<file path="src/rtl/pdm_combined_filter.sv">
// Purpose: PDM-to-PCM CIC decimator (ORDER stages, decimate by DECIM) with saturated signed OUT_W output.
// Latency: output strobe on the 2nd edge after the window's closing accept (3rd with PDM_CIC_COMP_EN).
// Backpressure: none; input ready is held high after reset and downstream must take every strobe.
//
// Ports:
//   clk_clk, reset_reset_n                 - clock, async active-low reset
//   av_st_in_data/valid/ready/error        - 2-bit signed PDM sample sink (01=+1, 11=-1, 00=0, 10=illegal)
//   av_st_out_data/valid/error             - PCM source; error bit0 = bad input in window, bit1 = saturation
// Optional: define PDM_CIC_COMP_EN to add a 3-tap output-rate droop compensator (+1 cycle latency).

module pdm_combined_filter #(
    parameter int DECIM = 64,
    parameter int ORDER = 4,
    parameter int OUT_W = 16
) (
    input  logic             clk_clk,
    input  logic             reset_reset_n,
    input  logic [1:0]       av_st_in_data,
    input  logic             av_st_in_valid,
    output logic             av_st_in_ready,
    input  logic [1:0]       av_st_in_error,
    output logic [OUT_W-1:0] av_st_out_data,
    output logic             av_st_out_valid,
    output logic [1:0]       av_st_out_error
);
    localparam int LOG2D = $clog2(DECIM);
    localparam int G     = ORDER * LOG2D;
    localparam int W     = 2 + G;
    localparam int SHR   = G - (OUT_W - 1);
    localparam int RSH   = (SHR > 0) ? SHR : 0;
    localparam int LSH   = (SHR < 0) ? -SHR : 0;
    localparam int SW    = W + LSH;
    // Wide enough for the left-shifted comb output and for the compensator numerator (|12*y| < 2^(OUT_W+4)).
    localparam int FW    = (SW > OUT_W + 5) ? SW : OUT_W + 5;

    // Returns {saturated_flag, clipped_value}. In range iff all bits from the sign down to OUT_W-1 agree.
    function automatic logic [OUT_W:0] saturate(input logic signed [FW-1:0] v);
        logic [FW-OUT_W:0] hi;
        hi = v[FW-1:OUT_W-1];
        if ((&hi) || (~|hi)) begin
            return {1'b0, v[OUT_W-1:0]};
        end else if (v[FW-1]) begin
            return {1'b1, 1'b1, {(OUT_W-1){1'b0}}};
        end else begin
            return {1'b1, 1'b0, {(OUT_W-1){1'b1}}};
        end
    endfunction

    // ------------------------------------------------------------------ state
    logic                    ready_q, ready_d;
    logic [LOG2D-1:0]        cnt_q, cnt_d;
    logic signed [W-1:0]     integ_q [ORDER];
    logic signed [W-1:0]     integ_d [ORDER];
    logic                    err_acc_q, err_acc_d;
    logic                    close_q, close_d;
    logic                    win_err_q, win_err_d;
    logic signed [W-1:0]     prev_q [ORDER];
    logic signed [W-1:0]     prev_d [ORDER];
    logic signed [W-1:0]     comb_q, comb_d;
    logic                    comb_vld_q, comb_vld_d;
    logic                    comb_err_q, comb_err_d;
    logic signed [OUT_W-1:0] y_dat_q, y_dat_d;
    logic                    y_vld_q, y_vld_d;
    logic [1:0]              y_err_q, y_err_d;

    logic                    in_acc;
    logic                    in_bad;
    logic signed [W-1:0]     in_x;
    logic signed [W-1:0]     comb_acc;
    logic signed [FW-1:0]    scaled;
    logic [OUT_W:0]          sat_y;

    // ------------------------------------------------------- input decode
    always_comb begin
        in_acc = av_st_in_valid && ready_q;
        in_bad = (|av_st_in_error) || (av_st_in_data == 2'b10);
        in_x   = '0;
        if (!in_bad) begin
            in_x = {{(W-2){av_st_in_data[1]}}, av_st_in_data};
        end
    end

    // ------------------------------------- integrators and window counter
    always_comb begin
        ready_d   = 1'b1;
        integ_d   = integ_q;
        cnt_d     = cnt_q;
        err_acc_d = err_acc_q;
        close_d   = 1'b0;
        win_err_d = win_err_q;
        if (in_acc) begin
            // Full cascade in one edge: each stage adds the already-updated previous stage.
            integ_d[0] = integ_q[0] + in_x;
            for (int k = 1; k < ORDER; k++) begin
                integ_d[k] = integ_q[k] + integ_d[k-1];
            end
            if (cnt_q == LOG2D'(DECIM - 1)) begin
                cnt_d     = '0;
                close_d   = 1'b1;
                win_err_d = err_acc_q | in_bad;   // closing sample's error belongs to this window
                err_acc_d = 1'b0;
            end else begin
                cnt_d     = cnt_q + 1'b1;
                err_acc_d = err_acc_q | in_bad;
            end
        end
    end

    // ------------------------------------------- combs, one edge after close
    always_comb begin
        prev_d     = prev_q;
        comb_d     = comb_q;
        comb_vld_d = close_q;
        comb_err_d = comb_err_q;
        comb_acc   = integ_q[ORDER-1];
        if (close_q) begin
            for (int k = 0; k < ORDER; k++) begin
                prev_d[k] = comb_acc;
                comb_acc  = comb_acc - prev_q[k];
            end
            comb_d     = comb_acc;
            comb_err_d = win_err_q;
        end
    end

    // ------------------------------------------- scale and saturate
    always_comb begin
        scaled  = (FW'(comb_q) <<< LSH) >>> RSH;
        sat_y   = saturate(scaled);
        y_vld_d = comb_vld_q;
        y_dat_d = y_dat_q;
        y_err_d = y_err_q;
        if (comb_vld_q) begin
            y_dat_d = sat_y[OUT_W-1:0];
            y_err_d = {sat_y[OUT_W], comb_err_q};
        end
    end

    always_ff @(posedge clk_clk or negedge reset_reset_n) begin
        if (!reset_reset_n) begin
            ready_q    <= 1'b0;
            cnt_q      <= '0;
            err_acc_q  <= 1'b0;
            close_q    <= 1'b0;
            win_err_q  <= 1'b0;
            comb_q     <= '0;
            comb_vld_q <= 1'b0;
            comb_err_q <= 1'b0;
            y_dat_q    <= '0;
            y_vld_q    <= 1'b0;
            y_err_q    <= '0;
            for (int k = 0; k < ORDER; k++) begin
                integ_q[k] <= '0;
                prev_q[k]  <= '0;
            end
        end else begin
            ready_q    <= ready_d;
            cnt_q      <= cnt_d;
            err_acc_q  <= err_acc_d;
            close_q    <= close_d;
            win_err_q  <= win_err_d;
            comb_q     <= comb_d;
            comb_vld_q <= comb_vld_d;
            comb_err_q <= comb_err_d;
            y_dat_q    <= y_dat_d;
            y_vld_q    <= y_vld_d;
            y_err_q    <= y_err_d;
            for (int k = 0; k < ORDER; k++) begin
                integ_q[k] <= integ_d[k];
                prev_q[k]  <= prev_d[k];
            end
        end
    end

    assign av_st_in_ready = ready_q;

`ifdef PDM_CIC_COMP_EN
    // y' = (-y[n] + 10*y[n-1] - y[n-2]) >>> 3, taps advance once per output sample.
    logic signed [OUT_W-1:0] tap1_q, tap1_d;
    logic signed [OUT_W-1:0] tap2_q, tap2_d;
    logic signed [OUT_W-1:0] c_dat_q, c_dat_d;
    logic                    c_vld_q, c_vld_d;
    logic [1:0]              c_err_q, c_err_d;
    logic signed [FW-1:0]    comp_num;
    logic signed [FW-1:0]    comp_shr;
    logic [OUT_W:0]          sat_c;

    always_comb begin
        comp_num = (FW'(tap1_q) <<< 3) + (FW'(tap1_q) <<< 1) - FW'(y_dat_q) - FW'(tap2_q);
        comp_shr = comp_num >>> 3;
        sat_c    = saturate(comp_shr);
        tap1_d   = tap1_q;
        tap2_d   = tap2_q;
        c_dat_d  = c_dat_q;
        c_err_d  = c_err_q;
        c_vld_d  = y_vld_q;
        if (y_vld_q) begin
            tap1_d  = y_dat_q;
            tap2_d  = tap1_q;
            c_dat_d = sat_c[OUT_W-1:0];
            c_err_d = {sat_c[OUT_W] | y_err_q[1], y_err_q[0]};
        end
    end

    always_ff @(posedge clk_clk or negedge reset_reset_n) begin
        if (!reset_reset_n) begin
            tap1_q  <= '0;
            tap2_q  <= '0;
            c_dat_q <= '0;
            c_vld_q <= 1'b0;
            c_err_q <= '0;
        end else begin
            tap1_q  <= tap1_d;
            tap2_q  <= tap2_d;
            c_dat_q <= c_dat_d;
            c_vld_q <= c_vld_d;
            c_err_q <= c_err_d;
        end
    end

    assign av_st_out_data  = c_dat_q;
    assign av_st_out_valid = c_vld_q;
    assign av_st_out_error = c_err_q;
`else
    assign av_st_out_data  = y_dat_q;
    assign av_st_out_valid = y_vld_q;
    assign av_st_out_error = y_err_q;
`endif

endmodule

</file>
<file path="config.mk">
export PLATFORM = sky130hd
export DESIGN_NAME = pdm_combined_filter
export DESIGN_NICKNAME = d
export VERILOG_FILES = /design/src/rtl/pdm_combined_filter.sv
export SDC_FILE = /design/constraint.sdc
export NUM_CORES = 1
export LEC_CHECK = 0
export CORE_AREA = 2 2 219 221
export DETAILED_ROUTE_END_ITERATION = 12
export DIE_AREA = 0 0 221 223
export PLACE_DENSITY = 0.62
export SLEW_MARGIN = 10
export SYNTH_ARGS = -nofsm -noshare
export SYNTH_HDL_FRONTEND = slang
export SYNTH_SLANG_ARGS = --single-unit
export TNS_END_PERCENT = 30
</file>
<file path="constraint.sdc">
create_clock -name clk_clk -period 18.7 [get_ports clk_clk]
set_input_delay 3.74 -clock clk_clk [delete_from_list [all_inputs] [get_ports clk_clk]]
set_output_delay 3.74 -clock clk_clk [all_outputs]
set_load 0.1 [all_outputs]
</file>
Yosys cells after proc, flatten, opt, wreduce, memory -nomap -nowiden
Index checks and enable logic that the tools add are counted.
Widths: inputs -> output; s select.
Word-level totals
  bits in registers: 265
  input bits: 7
  logic and storage cells: 46
Cells by class
  equality and inequality tests: 2
  bitwise gates (word level): 1
  $add $sub $neg: 9
  reduce and logical (&&, ||, !) cells: 8
  multiplexer cells: 7
Operator list (number)
  $add 26x26->26: 4
  $sub 26x26->26: 4
  $mux 26: 1
  $mux 17: 1
  $mux 16: 1
  $add 6x1->6 const B: 1
  $eq 6x6->1 const B: 1
  $mux 6: 1
  $reduce_and 2->1: 2
  $reduce_or 2->1: 2
  $mux 1: 3
  $eq 2x2->1 const B: 1
  $logic_or 1x1->1: 2
  $logic_and 1x1->1: 1
  $logic_not 1->1: 1
  $or 1x1->1: 1

Depth between registers and ports, before layout
  depth in word-level cells: 7
  gate-level depth with buffers: 41
  gate-level depth less buffers: 41

Worst setup path before layout
No wires, ideal clock.
  path kind: input -> register
  start point: input port av_st_in_error[1]
  end point: register integ_q[25] (netlist bit)
  path buffers: 0
  arrival time: 10.904 ns
  stages on the path: 35
  required time: 18.577 ns
  slack: 7.673 ns
  cell sequence: nor3_1 nand2_1 inv_1 ha_1 a21o_1 a21oi_1 o21bai_1 a21oi_1 a211oi_1 a21o_1 a21oi_1 xnor2_1 ha_1 and4_1 a221oi_1 o21ai_1 xor2_1 ha_1 a21o_1 a211oi_1 o21ai_0 a221o_1 a21oi_1 xnor2_1 ha_1 and4_1 a221oi_1 o21ai_0 a41o_1 a211o_1 a21o_1 a21o_1 xnor2_1 nand2_1 xnor2_1
On the way
  word-level cells in the longest chain between the ends: 7
RTL lines
  start: declaration: RTL line 21  | input logic [1:0] av_st_in_error,
  $reduce_or 2->1: RTL line 76  | in_bad = (|av_st_in_error) || (av_st_in_data == 2'b10);
  $logic_or 1x1->1: RTL line 76
  $mux 26: RTL line 78  | if (!in_bad) begin
  $add 26x26->26: RTL line 93  | integ_d[0] = integ_q[0] + in_x;
  $add 26x26->26 (3 in a row): RTL line 95  | integ_d[k] = integ_q[k] + integ_d[k-1];
  end signal: indexed assignment: RTL line 169  | integ_q[k] <= integ_d[k];
  end: declaration: RTL line 52  | logic signed [W-1:0] integ_q [ORDER];
No other way between the ends.
A chain may end at the register's enable or synchronous reset.

Worst setup path in the final report
  start point: input port av_st_in_data[0]
  end point: register integ_q[25] (netlist bit)
On the way
  word-level cells in the longest chain between the ends: 7
RTL lines
  start: declaration: RTL line 18  | input logic [1:0] av_st_in_data,
  $eq 2x2->1: RTL line 76
  $logic_or 1x1->1: RTL line 76
  $mux 26 (*): RTL line 78
  $add 26x26->26 (*): RTL line 93
  $add 26x26->26 (*) (3 in a row): RTL line 95
Mark *: on every way between the ends. The rest lies on a longest branch, timed or not.

==> results.md <==
* Core area at approximately 47000 um2
* Hold WC Path Type: reg -> reg
* Slowest stage cell on the critical path: clkdlybuf4s50_1
* PortBufs at 26
* Met1 usage at between 10% and 20%
* DP Worst Slack at 6.50 ns
* Startpoint Class: primary input
* Diode count at 0
* Die Wd at ~220 um
* RSZ-0062 raised after global routing: no
* Post-synth top cells: 368 x nand2_1, 256 x dfrtp_1, 206 x ha_1
* Die outline height at ~220 um
* Max Slew Vio Count at 0
* Fmax at roughly 86 MHz
* Max FO, Critical Path at 26
* Global route hottest layer: met2
* WHS at between 0.4 and 0.5 ns
* Total wire length at 37100 um
* Iter 0 DRT Violations at 961
* Worst endpoint required time at 19.16 ns
* Most used DFF post-synth: dfrtp_1
* Avg Inst Size Synth at 8.60 um2
* Synth cell types at 71
* Layout cells sized above 1 at 5.41%
* Nets at 2393
* Post-CTS Resized at 0
* Vias in the first global route at 14530
* Status: complete, no violations
* Largest net degree at the start of global routing at 170
* First-pass GRT wire length at roughly 66000 um
* P&R area growth vs syn at 10.8%
* Dpl hpwl at 26700 um
* Flip-flop and latch count after synthesis at 256
* Die area at 49300 um2
* Syn Nets at 2386
* # setup viols final at 0
* EDFF count, synth at 0
* Setup TNS at 0 ns
* Top cell type's share of synthesized area at 34.4%
* Synthesized instance count at 2166
* Mapped Area at 18600 um2
* Initial Util at 39.5%
* Flop-to-flop setup slack at 10.68 ns
* H-tree depth at 1
* DRC Markers at 0
* Final hold vios at 0
* Grt ovf at 0
* Crit. End Element: register
* Final WS setup at 7.02 ns
* Routed len/inst at 13.2 um
* Layout Skew at 0.0134 ns
* Max transition margin at 26.1%
* Synth top area cells: dfrtp_1 34%, ha_1 14%, nand2_1 7.4%, xnor2_1 5.8%, o21ai_0 5.1%
* Global placement routability congestion at 0.878
* # clock sinks at 256
* CP Class: in -> reg
* CTS tree: built
* Worst-Margin Slew at 1.11 ns
* Clock root buffer: clkbuf_16
* Hold_buf cts at 0
* Clk_lat worst skew at 0.58 ns
* Max-Cap Viols at 0
* GR Layer Usage met2 at 27.6%
* Initial antenna violation count at 0
* Vias per inst at just over 5
* Drt pass-1 iters at 5
* Max Buffers Root-to-Sink at 3
* CTS buffer count at 31
* CP peak stage delay at 0.45 ns
* Antenna viol nets, final at 0
* Tot GR Track Use at 15.2%
* # rows at 80
* Final Cycle Share at 62.4%
* Synth async-reset ratio at 100%
* Synth area leader: dfrtp_1
* Via Count at about 15000
* Grt met3 use at 1.99%
* Most frequent cell after synthesis: nand2_1
* Register area share after synthesis at 34.4%
* # Post-CTS Setup Buffers at 0
* Crit path DAT at 12.14 ns
* I/O Pins at 27
* Clk pin slew, worst setup/hold paths at 0.06 ns
* Synth warnings at 0
* Final Critical Period at approximately 12 ns
placed cells by master (no fill, tap or decap), types with 16 or more instances in the layout:
| cell type | netlist | final |
|---|---|---|
| ha_1 | 206 | 206 |
| o21a_1 | 26 | 26 |
| clkbuf_16 | 0 | 31 |
| xnor2_1 | 123 | 123 |
| and3_1 | 17 | 17 |
| mux2_2 | 43 | 43 |
| nand2b_1 | 16 | 16 |
| nand3_1 | 32 | 32 |
| nor2_1 | 108 | 108 |
| nand2_1 | 368 | 367 |
| a21oi_1 | 181 | 181 |
| a21o_1 | 85 | 85 |
| inv_1 | 158 | 158 |
| xor2_1 | 45 | 45 |
| o21ai_0 | 191 | 191 |
| clkdlybuf4s50_1 | 0 | 25 |
| dfrtp_1 | 256 | 255 |
| o21bai_1 | 21 | 21 |
| nor3_1 | 27 | 27 |
| nor2b_1 | 27 | 27 |
critical path, delay by kind of cell:
kind	cells	cell delay, ns
buffers and inverters	4	0.86
xor gates and xnor gates	4	0.68
AOI/OAI and AO/OA	17	3.96
and+or+nand+nor	11	1.56
adders and majority gates	4	1.31
per-layer routing:
metal	share of wire, %	vias to the layer above
met3	2.6	74
met2	48	164
met1	47	6815
met4	2.6	0
met5	0	-
li1	-	7561
final timing paths:
kind | from | to | cells past startpoint
setup / recovery | av_st_in_data[0] | integ_q[25] | 40
hold / removal | integ_q[47] | integ_q[47] | 2
setup reg to reg | integ_q[78] | integ_q[25] | 36
hold reg to reg | integ_q[47] | integ_q[47] | 2
max in group asynchronous | reset_reset_n | close_q | 2
min in group asynchronous | reset_reset_n | prev_q[27] | 1
through the flow:
step / area [um2] / util [%] / cells
finish: 20600 / 43.8 / 2813
global route: 20600 / 43.8 / 2813
CTS: 20600 / 43.8 / 2813
detailed placement: 19500 / 41.4 / 2755
global placement: 19500 / 41.4 / 2755
floorplan: 18600 / - / 2166
cell type report:
| type | instances | area, um2 |
|---|---|---|
| flip-flops and latches | 256 | 6410 |
| inverters | 158 | 593 |
| multi-input cells | 1694 | 11400 |
| clock buffers | 43 | 891 |
| fillers | 4528 | 26500 |
| repair buffers | 32 | 323 |
| clock inverters | 15 | 229 |
| well taps | 615 | 769 |
flip-flops by register name, summed over array words and instances (netlist names):
signal and cells:
integ_q 104, prev_q 104, comb_q 17, av_st_out_data 16, cnt_q 6, av_st_out_error 2
av_st_in_ready 1, av_st_out_valid 1, close_q 1, comb_err_q 1, comb_vld_q 1, err_acc_q 1
win_err_q 1
kinds of logic (layout without fill, tap and decap cells):
family	after synthesis	count (layout)	share of synthesized area, %
compound gates	620	620	20.5
xor+xnor	172	172	8.36
fa+ha+maj	213	213	14.6
buf+inv	216	248	4.35
flops	256	256	34.4
mux	47	47	2.82
other cells	1	1	0.0201
simple gates	641	641	15.0
Power is left out: the tool's default activity adds up to more than one toggle a clock period on the data nets, which glitch-free logic cannot reach.
